`src/rtl/inst_fetch_pkg.sv`:
```
// Shared types and defaults for the instruction fetch unit.
// Holds the FSM state enum, the next-PC select enum and parameter defaults.
package inst_fetch_pkg;

    localparam int          PW_DEF         = 10;
    localparam int unsigned START_ADDR_DEF = 0;

    typedef enum logic [1:0] {
        IDLE   = 2'd0,
        RUN    = 2'd1,
        HALTED = 2'd2
    } state_e;

    typedef enum logic [1:0] {
        SEL_HOLD  = 2'd0,
        SEL_INC   = 2'd1,
        SEL_JMP   = 2'd2,
        SEL_START = 2'd3
    } pc_sel_e;

endpackage

```
`src/rtl/inst_fetch_next_pc.sv`:
```
// Next-PC selector: hold, increment, absolute jump target, or start address.
// Ports: Sel_i, Pc_i, Target_i -> Next_o, AtMax_o (Pc_i is the last ROM word).
module next_pc
    import inst_fetch_pkg::*;
#(
    parameter int          PW         = PW_DEF,
    parameter int unsigned START_ADDR = START_ADDR_DEF
) (
    input  pc_sel_e       Sel_i,
    input  logic [PW-1:0] Pc_i,
    input  logic [7:0]    Target_i,
    output logic [PW-1:0] Next_o,
    output logic          AtMax_o
);

    logic [PW:0] inc;

    // Carry out of the increment flags the last address; it is
    // independent of Sel_i so the FSM can use it to pick Sel_i.
    assign inc     = {1'b0, Pc_i} + {{PW{1'b0}}, 1'b1};
    assign AtMax_o = inc[PW];

    always_comb begin
        Next_o = Pc_i;
        unique case (Sel_i)
            SEL_HOLD:  Next_o = Pc_i;
            SEL_INC:   Next_o = inc[PW-1:0];
            SEL_JMP:   Next_o = PW'(Target_i);
            SEL_START: Next_o = PW'(START_ADDR);
            default:   Next_o = Pc_i;
        endcase
    end

endmodule

```
`src/rtl/inst_fetch.sv`:
```
// Instruction fetch FSM (IDLE/RUN/HALTED) driving the program counter.
// Ports: Clk, Reset, Start, Halt, Jmp, Cond, Target[7:0], Stall ->
//   ProgCtr[PW-1:0], InstValid, Done, Fault; CycleCount[15:0] when
//   FETCH_CYCLE_CNT_EN is defined.
module inst_fetch
    import inst_fetch_pkg::*;
#(
    parameter int          PW         = PW_DEF,
    parameter int unsigned START_ADDR = START_ADDR_DEF
) (
    input  logic          Clk,
    input  logic          Reset,
    input  logic          Start,
    input  logic          Halt,
    input  logic          Jmp,
    input  logic          Cond,
    input  logic [7:0]    Target,
    input  logic          Stall,
`ifdef FETCH_CYCLE_CNT_EN
    output logic [15:0]   CycleCount,
`endif
    output logic [PW-1:0] ProgCtr,
    output logic          InstValid,
    output logic          Done,
    output logic          Fault
);

    state_e        state_q, state_d;
    logic [PW-1:0] pc_q, pc_d;
    logic          done_q, done_d;
    logic          fault_q, fault_d;
    pc_sel_e       sel;
    logic          at_max;
    logic          start_acc;

    next_pc #(
        .PW         (PW),
        .START_ADDR (START_ADDR)
    ) u_next_pc (
        .Sel_i    (sel),
        .Pc_i     (pc_q),
        .Target_i (Target),
        .Next_o   (pc_d),
        .AtMax_o  (at_max)
    );

    always_comb begin
        state_d   = state_q;
        sel       = SEL_HOLD;
        done_d    = done_q;
        fault_d   = fault_q;
        start_acc = 1'b0;
        unique case (state_q)
            IDLE, HALTED: begin
                if (Start) begin
                    state_d   = RUN;
                    sel       = SEL_START;
                    done_d    = 1'b0;
                    fault_d   = 1'b0;
                    start_acc = 1'b1;
                end
            end
            RUN: begin
                if (!Stall) begin
                    if (Halt) begin
                        state_d = HALTED;
                        done_d  = 1'b1;
                    end else if (Jmp && Cond) begin
                        sel = SEL_JMP;
                    end else if (at_max) begin
                        // Refuse to wrap: stop with a fault.
                        state_d = HALTED;
                        done_d  = 1'b1;
                        fault_d = 1'b1;
                    end else begin
                        sel = SEL_INC;
                    end
                end
            end
            default: state_d = IDLE;
        endcase
    end

    always_ff @(posedge Clk) begin
        if (Reset) begin
            state_q <= IDLE;
            pc_q    <= '0;
            done_q  <= 1'b0;
            fault_q <= 1'b0;
        end else begin
            state_q <= state_d;
            pc_q    <= pc_d;
            done_q  <= done_d;
            fault_q <= fault_d;
        end
    end

`ifdef FETCH_CYCLE_CNT_EN
    logic [15:0] cnt_q, cnt_d;

    always_comb begin
        cnt_d = cnt_q;
        if (start_acc) begin
            cnt_d = '0;
        end else if (state_q == RUN && cnt_q != 16'hFFFF) begin
            cnt_d = cnt_q + 16'd1;
        end
    end

    always_ff @(posedge Clk) begin
        if (Reset) cnt_q <= '0;
        else       cnt_q <= cnt_d;
    end

    assign CycleCount = cnt_q;
`else
    logic unused_start_acc;
    assign unused_start_acc = start_acc;
`endif

    assign ProgCtr   = pc_q;
    assign InstValid = (state_q == RUN) && !Stall;
    assign Done      = done_q;
    assign Fault     = fault_q;

endmodule

```
`config.mk`:
```
export PLATFORM = sky130hd
export DESIGN_NAME = inst_fetch
export DESIGN_NICKNAME = d
export VERILOG_FILES = /design/src/rtl/inst_fetch_pkg.sv /design/src/rtl/inst_fetch_next_pc.sv /design/src/rtl/inst_fetch.sv
export SDC_FILE = /design/constraint.sdc
export NUM_CORES = 1
export LEC_CHECK = 0
export ABC_AREA = 1
export CORE_MARGIN = 2
export CORE_UTILIZATION = 30
export CTS_BUF_LIST = sky130_fd_sc_hd__clkbuf_4 sky130_fd_sc_hd__clkbuf_8
export DETAILED_ROUTE_END_ITERATION = 8
export GPL_TIMING_DRIVEN = 0
export PLACE_DENSITY_LB_ADDON = 0.12
export SETUP_SLACK_MARGIN = 0.3
export SYNTH_ARGS = -nofsm -noshare
export SYNTH_HDL_FRONTEND = slang
export SYNTH_SLANG_ARGS = --single-unit
```
`constraint.sdc`:
```
create_clock -name Clk -period 3 [get_ports Clk]
set_input_delay 0.45 -clock Clk [delete_from_list [all_inputs] [get_ports Clk]]
set_output_delay 0.45 -clock Clk [all_outputs]
set_load 0.01 [all_outputs]
```
Yosys cells after proc, flatten, opt, wreduce, memory -nomap -nowiden
Cells that the tools add are included.
{"block": "word_totals", "regBits": 14, "latch_bits": 0, "ramBits": 0, "mem_bits_ro": 0, "inputBits": 15, "out_inout_bits": 13, "elab_cells": 49, "memories": 0}
{"block": "op_classes", "add_sub_neg": 1, "n_mul": 0, "div": 0, "magnitude_cmp": 0, "eq_ne": 12, "shift": 0, "n_mux": 22, "n_bitwise": 0, "reduce_logical": 10}
{"operator": "$pmux W10 S3", "n": 1}
{"operator": "$mux W2", "n": 9}
{"operator": "$add A10 B1 Y11 const B", "n": 1}
{"operator": "$mux W1", "n": 8}
{"operator": "$ne A2 B2 Y1 const B", "n": 4}
{"operator": "$pmux W2 S2", "n": 2}
{"operator": "$eq A2 B2 Y1 const B", "n": 3}
{"operator": "$reduce_and A6 Y1", "n": 1}
{"operator": "$reduce_and A5 Y1", "n": 1}
{"operator": "$eq A2 B1 Y1 const B", "n": 2}
{"operator": "$logic_not A2 Y1", "n": 2}
{"operator": "$pmux W1 S2", "n": 2}
{"operator": "$reduce_and A4 Y1", "n": 1}
{"operator": "$ne A3 B2 Y1 const B", "n": 1}
{"operator": "$ne A3 B3 Y1 const B", "n": 1}
{"operator": "$logic_and A1 B1 Y1", "n": 2}
{"operator": "$ne A2 B1 Y1 const B", "n": 1}
{"operator": "$reduce_bool A2 Y1", "n": 1}
{"operator": "$reduce_or A2 Y1", "n": 1}
{"operator": "$logic_not A1 Y1", "n": 1}

Logic depth before layout (Yosys ltp)
{"block": "logic_depth", "ltp_word": 8, "depth_mapped": 10, "mapped_depth_nobuf": 10}

Hierarchy
A second synthesis with hierarchy kept.
{"block": "hier_totals", "cells_unflattened": 150, "area_unflattened_um2": 945.9}
{"mod": "inst_fetch", "n_inst": 1, "cells_each": 68, "area_per_inst_um2": 520.5, "seq_area_each_um2": 280.3}
{"mod": "next_pc", "n_inst": 1, "cells_each": 82, "area_per_inst_um2": 425.4, "seq_area_each_um2": 0.0}

Worst setup path before layout
No wires, ideal clock.
{"block": "synth_path", "kind": "flip-flop to flip-flop", "from": "register pc_q[0], in the netlist ProgCtr[0]", "to": "register pc_q[1], in the netlist ProgCtr[1]", "setup_ns": 0.112, "arrival_ns": 1.306, "required_ns": 2.888, "path_slack_ns": 1.583, "stages_incl_launch_ff": 10, "path_buffers": 1, "synth_period_minus_slack_ns": 1.417, "cell_sequence": "dfxtp_1 -> ha_1 -> nand3_1 -> nor2_2 -> nand2_1 -> nand2_2 -> buf_8 -> nand3b_1 -> nand2_1 -> nor2_1"}
{"block": "synth_via", "elab_chain_cells": 8, "elab_cells_between_ends": 11, "cone_classes": "1 x add/sub; 3 x eq/ne; 6 x mux; 1 x reduce/logical"}
{"item": "from (decl)", "line_no": "inst_fetch.sv:29", "rtl": "logic [PW-1:0] pc_q, pc_d;"}
{"item": "from (signal assigned)", "line_no": "inst_fetch.sv:92", "rtl": "pc_q <= pc_d;"}
{"item": "$add A10 B1 Y11 *", "line_no": "inst_fetch_next_pc.sv:20", "rtl": "assign inc = {1'b0, Pc_i} + {{PW{1'b0}}, 1'b1};"}
{"item": "$mux W1", "line_no": "inst_fetch.sv:70", "rtl": "end else if (at_max) begin"}
{"item": "$mux W2", "line_no": "inst_fetch.sv:68", "rtl": "end else if (Jmp && Cond) begin"}
{"item": "$mux W2", "line_no": "inst_fetch.sv:65", "rtl": "if (Halt) begin"}
{"item": "$mux W2", "line_no": "inst_fetch.sv:64", "rtl": "if (!Stall) begin"}
{"item": "$pmux W2 S2", "line_no": "inst_fetch.sv:53", "rtl": "unique case (state_q)"}
{"item": "$eq A2 B2 Y1 or $eq A2 B1 Y1 (tied branches)", "line_no": "inst_fetch_next_pc.sv:25", "rtl": "unique case (Sel_i)"}
{"item": "$pmux W10 S3", "line_no": "inst_fetch_next_pc.sv:25"}
Mark *: on every way between the ends. The rest lies on a longest branch, timed or not.
A chain may end at the register's enable or synchronous reset.

Final worst setup path
{"block": "layout_path", "from": "register state_q[0]", "to": "output InstValid"}
{"block": "layout_via", "elab_chain_cells": 2}
{"item": "from (decl)", "line_no": "inst_fetch.sv:28", "rtl": "state_e state_q, state_d;"}
{"item": "from (signal assigned)", "line_no": "inst_fetch.sv:91", "rtl": "state_q <= state_d;"}
{"item": "$eq A2 B1 Y1", "line_no": "inst_fetch.sv:122", "rtl": "assign InstValid = (state_q == RUN) && !Stall;"}
{"item": "$logic_and A1 B1 Y1", "line_no": "inst_fetch.sv:122"}
{"item": "to (decl)", "line_no": "inst_fetch.sv:23", "rtl": "output logic InstValid,"}
Every way passes these cells.

==> out/metrics.csv <==
metric,value,unit
rows,21,
ys_ff_latch,14,
whs,0.460,ns
ant_nets,0,
fin_util,0.424,
slew_headroom,0.781,
area_delta_synth_final,34.7,%
cp.required,2.55,ns
synth.area.mux_share,0,
cts_tree,built,
vias_per_cell,4.63,
grt_util_met1,0.194,
htreeDepth,1,
num_io_pins,28,
cts_root_buf,clkbuf_4,
r2r_cells,10,
finalSetupViolCount,0,
post-route-period-util,0.753,
drive_above_1_share,0.0849,
grt_pass1_vias,1166,
synthAdderAreaFrac,0.0119,
cts_resized,0,
max_freq,442,MHz
drc,0,
postCtsSetupBuffers,0,
period_minus_slack,2.26,ns
cts_inserted_buffers,3,
synth_top_family_by_area,simple AND/OR/NAND/NOR gates,
post-place-ws,0.973,ns
postCtsHoldBufs,0,
finalSetupTns,0,ns
synth-simple-area-share,0.518,
leakagePower,0.708,nW
fin_area,1410,um2
cp.arrival,1.81,ns
ir_drop,145,uV
nFillCells,382,
synth_area,1050,um2
grt_pass1_wl,5.08,mm
die_area,3990,um2
seq_area_frac_synth,0.267,
antenna_found_initial,0,
setup_slack,0.740,ns
grt_start_max_net_pins,11,
clock_latency,0.30,ns
fin_skew,0.00581,ns
cts_sinks,14,
synth_cell_types,21,
die_w,63.2,um
syn_inst,181,
drt-total-wl,2.87,mm
finalNonFillerCells,258,
cp_max_fo,10,
die-height,63.2,um
avgSynthCellArea,5.80,um2
total_power,536,uW
hold_viol,0,
place_congestion,0.860,
wl_per_cell,11.1,um
drv_slew,0,
port_buffers,27,
synth_compound_area_frac,0.0381,
clock_path_buffers,2,
rsz0062_at_grt,false,
n_antenna_cell,0,
grt.met2_usage,0.271,
dr.pass1.iters,4,
yosysWarnings,0,
synth_xor_area_frac,0,
clk_pin_slew,0.10,ns
core,3340,um2
start_kind,register,
status,"finished, final reports clean",
pwr_density_cell,379,nW/um2
vias,1195,
initial_core_util,0.315,
min_path_cells,2,
synthesis.nets,197,
grt_overflow_total,0,
use_met3,0.0357,
async_reset_ff_frac,0,
worstMarginPinSlew,0.326,ns
gr-max-usage-layer,met2,
dr.first_iter.drc_count,57,
dp_hpwl,2.17,mm
grt.total_usage,0.160,
drv_cap,0,
finish.net_count,229,
placed_area,1380,um2
synth-main-ff-cell,dfxtp_1,
synth_edf_count,0,
critPathKind,reg2out,
dp_cells,254,
worstHoldPathType,reg2reg,
cp-end-kind,primary output,
==> cell usage in the layout (no fill, tap or decap), drive strengths merged <==
| cell | count |
|---|---|
| clkbuf | 4 |
| a21oi | 5 |
| nand2 | 52 |
| clkdlybuf4s50 | 27 |
| inv | 33 |
| dfxtp | 14 |
| clkinv | 1 |
| nand3b | 2 |
| or2 | 1 |
| nand3 | 28 |
| nor2 | 28 |
| nor3 | 1 |
| o21ai | 3 |
| buf | 4 |
| nand4 | 8 |
| ha | 1 |
==> critical path, cell delays in order, from the launching register on <==
cell and delay, ns:
dfxtp_1 0.46, inv_2 0.08, nor2_4 0.10, buf_4 0.17, inv_1 0.07, nor2_1 0.09, clkdlybuf4s50_1 0.54
==> synthesized netlist by cell type (2+ instances only) <==
library cell / count / area, um2
a21oi_1: 5 / 25.0
buf_6: 2 / 22.5
dfxtp_1: 14 / 280
inv_1: 30 / 113
inv_2: 3 / 11.3
nand2_1: 50 / 188
nand2_2: 2 / 12.5
nand3_1: 27 / 135
nand3b_1: 2 / 15.0
nand4_1: 8 / 50.1
nor2_1: 25 / 93.8
nor2_4: 2 / 22.5
o21ai_0: 3 / 15.0
==> area by class of cell <==
class | count | area, um2 | share of cell area
multi-input combinational | 129 | 597 | 0.422
clock buffer | 4 | 36.3 | 0.0257
sequential | 14 | 280 | 0.198
tap | 46 | 57.6 | 0.0407
timing repair buffer | 27 | 270 | 0.191
inverter | 34 | 128 | 0.0903
buffer | 4 | 45.0 | 0.0319
==> state kept, by name (all words and copies together), names as in the netlist <==
name	cells
ProgCtr	10
Fault	1
state_q	2
Done	1
==> final timing paths <==
path | startpoint | end | slack (ns)
worst min-delay path | Fault | Fault | 0.46
worst min register to register | Fault | Fault | 0.46
worst max register to register | ProgCtr[0] | ProgCtr[0] | 1.41
worst max-delay path | state_q[0] | InstValid | 0.74
==> power by group <==
group	internal, mW	total, mW	switching [mW]
clock	0.0741	0.150	0.0754
combinational	0.0816	0.168	0.0862
sequential	0.201	0.219	0.0179
==> per-layer routing <==
layer	vias up	wire length, um
met5	-	0
met4	0	44
met3	5	171
met2	32	1350
met1	529	1300
li1	629	-
==> cell families after synthesis <==
group | Yosys count
AOI/OAI and AO/OA | 8
and+or+nand+nor | 120
buffers and inverters | 38
DFF | 14
adders and majority gates | 1
Power figures use the tool's default switching activity.
==> variant 1: new RTL, same flow settings <==
Build with the macro `FETCH_CYCLE_CNT_EN` defined.
--- a/src/rtl/inst_fetch.sv
+++ b/src/rtl/inst_fetch.sv
@@ -2,6 +2,8 @@
 // Ports: Clk, Reset, Start, Halt, Jmp, Cond, Target[7:0], Stall ->
 //   ProgCtr[PW-1:0], InstValid, Done, Fault; CycleCount[15:0] when
 //   FETCH_CYCLE_CNT_EN is defined.
+`define FETCH_CYCLE_CNT_EN
+
 module inst_fetch
     import inst_fetch_pkg::*;
 #(
Check against the original RTL (old outputs only; new: CycleCount): equivalent (Yosys induction, for registers that start in step).
==> variant 1 against the original RTL <==
Worst hold slack worse by 0.0078 ns. Maximum frequency is 13% higher. Setup slack better by 0.26 ns. Clock power is 140% higher. Critical path type is now primary input to flip-flop. Design area is 82% higher. Count of clock-buffer cells in the layout is 3 higher. Synthesized area is 86% higher. Sequential cell count is 16 higher. Wire length is 77% higher. Critical path depth is 1 lower. Synthesized cell count is 76% higher. Power is 76% higher.
==> variant 1: results (changes against the original RTL) <==
largest_register_ffs: 16  # was 10
worst_ir_drop_vdd_mv: 0.203  # was 0.145 mV
clk_pin_slew_ns: 0.07  # was 0.10 ns
num_vias: 2083  # was 1195
multi_input_area_share_pct: 45.0  # was 42.2%
clkSinkCount: 30  # was 14
n_all_buffers: 47  # was 31
multi_input_area_sq_mm: 0.00116  # was 597 sq um
cts_buffers: 5  # was 3
skew_ns: 0.00718  # was 0.00581 ns
crit_path_max_incr_delay_ns: 0.60  # was 0.54 ns
fin_nets: 385  # was 229
hpwl_um: 3920  # was 2170 um
slew_headroom_pct: 59.5  # was 78.1%
swShare_pct: 28.4  # was 33.5%
placed_cells: 438  # was 254
leakagePower_nw: 0.986  # was 0.708 nW
cts_root_buffer: "clkbuf_8"  # was clkbuf_4
area_delta_synth_final_pct: 31.8  # was 34.7%
ff_latch_area_sq_um: 601  # was 280 sq um
status: "finished clean"  # unchanged
layout.nonclk_buf_share_pct: 18.3  # was 22.3%
ys_seq_area_share_pct: 30.7  # was 26.7%
grt_pass1_wl_um: 8890  # was 5080 um
clk_share_pct: 3.69  # was 2.57%
synth_commonest_cells: "nand2_1, nor2_1, inv_1, dfxtp_1, a21oi_1"  # was nand2_1, inv_1, nand3_1, nor2_1, dfxtp_1
inverters_excl_clock: 40  # was 34
clock_buffers: 7  # was 4
syn_nets: 335  # was 197
drtIter0Drc: 81  # was 57
grt_use_met3_pct: 4.03  # was 3.57%
## variant 1: path summary, 6_finish.rpt
check,startpoint,endpoint,slack [ns],depth (start not counted)
hold reg to reg,Fault,Fault,0.45,2
setup / recovery,Reset,CycleCount[14],1.0,5
hold / removal,Fault,Fault,0.45,2
setup reg to reg,ProgCtr[0],ProgCtr[1],1.30,9
## variant 1: cells by family after synthesis
group	share of synthesized area, %
XOR/XNOR	3.14
AND/OR/NAND/NOR	42.7
AO/OA/AOI/OAI	12.3
buffers and inverters	9.92
flip-flops	30.7
adder cells (fa/ha/maj)	1.28
## variant 1: worst reg2reg max path, cell delays in order (launching register included)
cell     delay, ns
dfxtp_1       0.42
ha_1          0.25
nand2_1       0.10
nor2_2        0.16
nand2_1       0.15
nand2_2       0.13
nand2_4       0.08
buf_12        0.15
o21ai_1       0.12
nor2_1        0.05
## variant 1: layer usage
layer  vias to the layer above  wire, um
met4                         0        95
met5                         -         0
met2                        43      2360
met3                         7       239
li1                       1097         -
met1                       936      2390
==> variant 2: new RTL, same flow settings <==
Without the edit above. Encoding of `state_e`: now one-hot (3 bits for 3 states).
--- a/src/rtl/inst_fetch_pkg.sv
+++ b/src/rtl/inst_fetch_pkg.sv
@@ -5,10 +5,10 @@
     localparam int          PW_DEF         = 10;
     localparam int unsigned START_ADDR_DEF = 0;
 
-    typedef enum logic [1:0] {
-        IDLE   = 2'd0,
-        RUN    = 2'd1,
-        HALTED = 2'd2
+    typedef enum logic [2:0] {
+        IDLE   = 3'b001,
+        RUN    = 3'b010,
+        HALTED = 3'b100
     } state_e;
 
     typedef enum logic [1:0] {
Behaviour: same outputs for any inputs over 10 cycles, from zero or initial values and one cycle with Reset high; not proved beyond that.
==> variant 2 against the original RTL <==
Synthesized area fell by 2.3%. Wire length shrank 8.9%. Setup slack better by 0.22 ns. Power increased by 13%. Maximum frequency rose by 11%. Sequential cell count is 1 higher. Via count down 7.9%. Design area is 2.8% lower. Clock skew rose by 0.011 ns. Non-clock buffer count down 3. Count of clock-buffer cells in the layout did not move.
==> variant 2: results (changes against the original RTL) <==
crit_fanout: 4  # was 10
n_antenna_cell: 0  # unchanged
htreeDepth: 1  # unchanged
clk_pin_slew_ns: 0.09
syn_nets: 183  # was 197
worst_ir_drop_vdd_mv: 0.172  # was 0.145 mV
hpwl_um: 2000  # was 2170 um
grt_pass1_vias: 990  # was 1166
skew_ns: 0.0164  # was 0.00581 ns
ys_types: 22  # was 21
dr.pass1.iters: 4  # unchanged
antenna_found_initial: 0  # unchanged
post_cts_buffers: 0  # unchanged
largest_register_ffs: 10  # unchanged
port_buffers: 26  # was 27
routedWlPerCell_um: 10.7  # was 11.1 um
status: "finished clean"  # unchanged
post_cts_resized: 0  # unchanged
crit_path_max_incr_delay_ns: 0.54  # about the same
ys_seq_area_share_pct: 29.3  # was 26.7%
insertion_delay_ns: 0.30  # about the same
drtIter0Drc: 33  # was 57
grt_usage_pct: 14.4  # was 16.0%
clk_path_buf_depth: 2  # unchanged
slew_headroom_pct: 74.1  # was 78.1%
max_cap_viol_count: 0  # unchanged
fill_cells: 375  # was 382
leakagePower_nw: 0.595  # was 0.708 nW
synthTopCellsByArea: "dfxtp_1, nand2_1, nor2_1"  # was dfxtp_1, nand2_1, nand3_1
layout-drive-gt1-share_pct: 13.2  # was 8.49%
cpLargestDelayFamily: "buffers and inverters"  # unchanged
synth_commonest_cells: "nand2_1, nor2_1, inv_1, dfxtp_1, nand3_1"  # was nand2_1, inv_1, nand3_1, nor2_1, dfxtp_1
grt_max_degree: 11  # unchanged
drt-vias-per-instance: 4.53  # was 4.63
fin_nets: 214  # was 229
hp-class: "flip-flop to flip-flop"  # unchanged
slowest_stage: "clkdlybuf4s50_1"  # unchanged
synth_async_sr_flop_share_pct: 0  # unchanged
ys_warn_count: 0  # unchanged
cts_buffers: 3  # unchanged
place_congestion: 0.784  # was 0.860
crit_arrival_ns: 1.59  # was 1.81 ns
grt_pass1_wl_um: 4450  # was 5080 um
cts_root_buffer: "clkbuf_4"  # unchanged
-- variant 2: worst min-delay path, stage by stage, from the launching register on --
cell	delay, ns
dfxtp_1	0.32
nand2_1	0.06
a21oi_1	0.05
-- variant 2: cell families (layout without fill, tap and decap cells) --
family,after synthesis,count (layout),synth area share (%)
buffers and inverters,24,54,10.4
adder cells (fa/ha/maj),1,1,1.22
flip-flops,15,15,29.3
AO/OA/AOI/OAI,20,20,10.9
AND/OR/NAND/NOR,106,106,47.4
XOR/XNOR,1,1,0.854
-- variant 2: area by class of cell --
class | instances | area (sq um) | share of cell area, %
timing repair buffer | 26 | 260 | 18.9
buffer | 2 | 23.8 | 1.73
tap | 46 | 57.6 | 4.19
multi-input combinational | 128 | 619 | 45.1
inverter | 22 | 82.6 | 6.01
sequential | 15 | 300 | 21.9
clock buffer | 4 | 30.0 | 2.19
-- variant 2: routing by layer --
| metal | vias up | wire length (um) | track usage [%] | part of all wire, % |
|---|---|---|---|---|
| li1 | 589 | - | - | - |
| met5 | - | 0 | 0 | 0 |
| met4 | 0 | 40 | 5.83 | 1.5 |
| met2 | 26 | 1080 | 22.0 | 42 |
| met3 | 5 | 94 | 2.88 | 3.6 |
| met1 | 481 | 1390 | 19.7 | 53 |
-- variant 2: stage by stage --
stage | worst slack (ns) | power [mW] | cell area, sq um | instances | hold slack [ns]
global placement | 0.946 | 0.469 | 1340 | 239 | 0.456
finish | 0.959 | 0.604 | 1370 | 243 | 0.471
floorplan | 1.47 | 0.387 | 1030 | 167 | 0.463
CTS | 0.948 | 0.607 | 1370 | 243 | 0.478
global route | 0.827 | 0.653 | 1370 | 243 | 0.497
detailed placement | 0.919 | 0.472 | 1340 | 239 | 0.464
-- variant 2: power breakdown --
| group | switching (mW) | total (mW) | internal (mW) |
|---|---|---|---|
| combinational | 0.115 | 0.215 | 0.100 |
| clock | 0.0751 | 0.136 | 0.0608 |
| sequential | 0.0305 | 0.253 | 0.222 |
| total | 0.221 | 0.604 | 0.383 |
-- variant 2: final timing paths --
path	endpoint	cells after the start	slack (ns)	from
worst max-delay path	InstValid	3	0.96	Stall
worst min-delay path	Done	2	0.47	Done
worst max register to register	ProgCtr[9]	9	1.31	ProgCtr[0]
worst min register to register	Done	2	0.47	Done
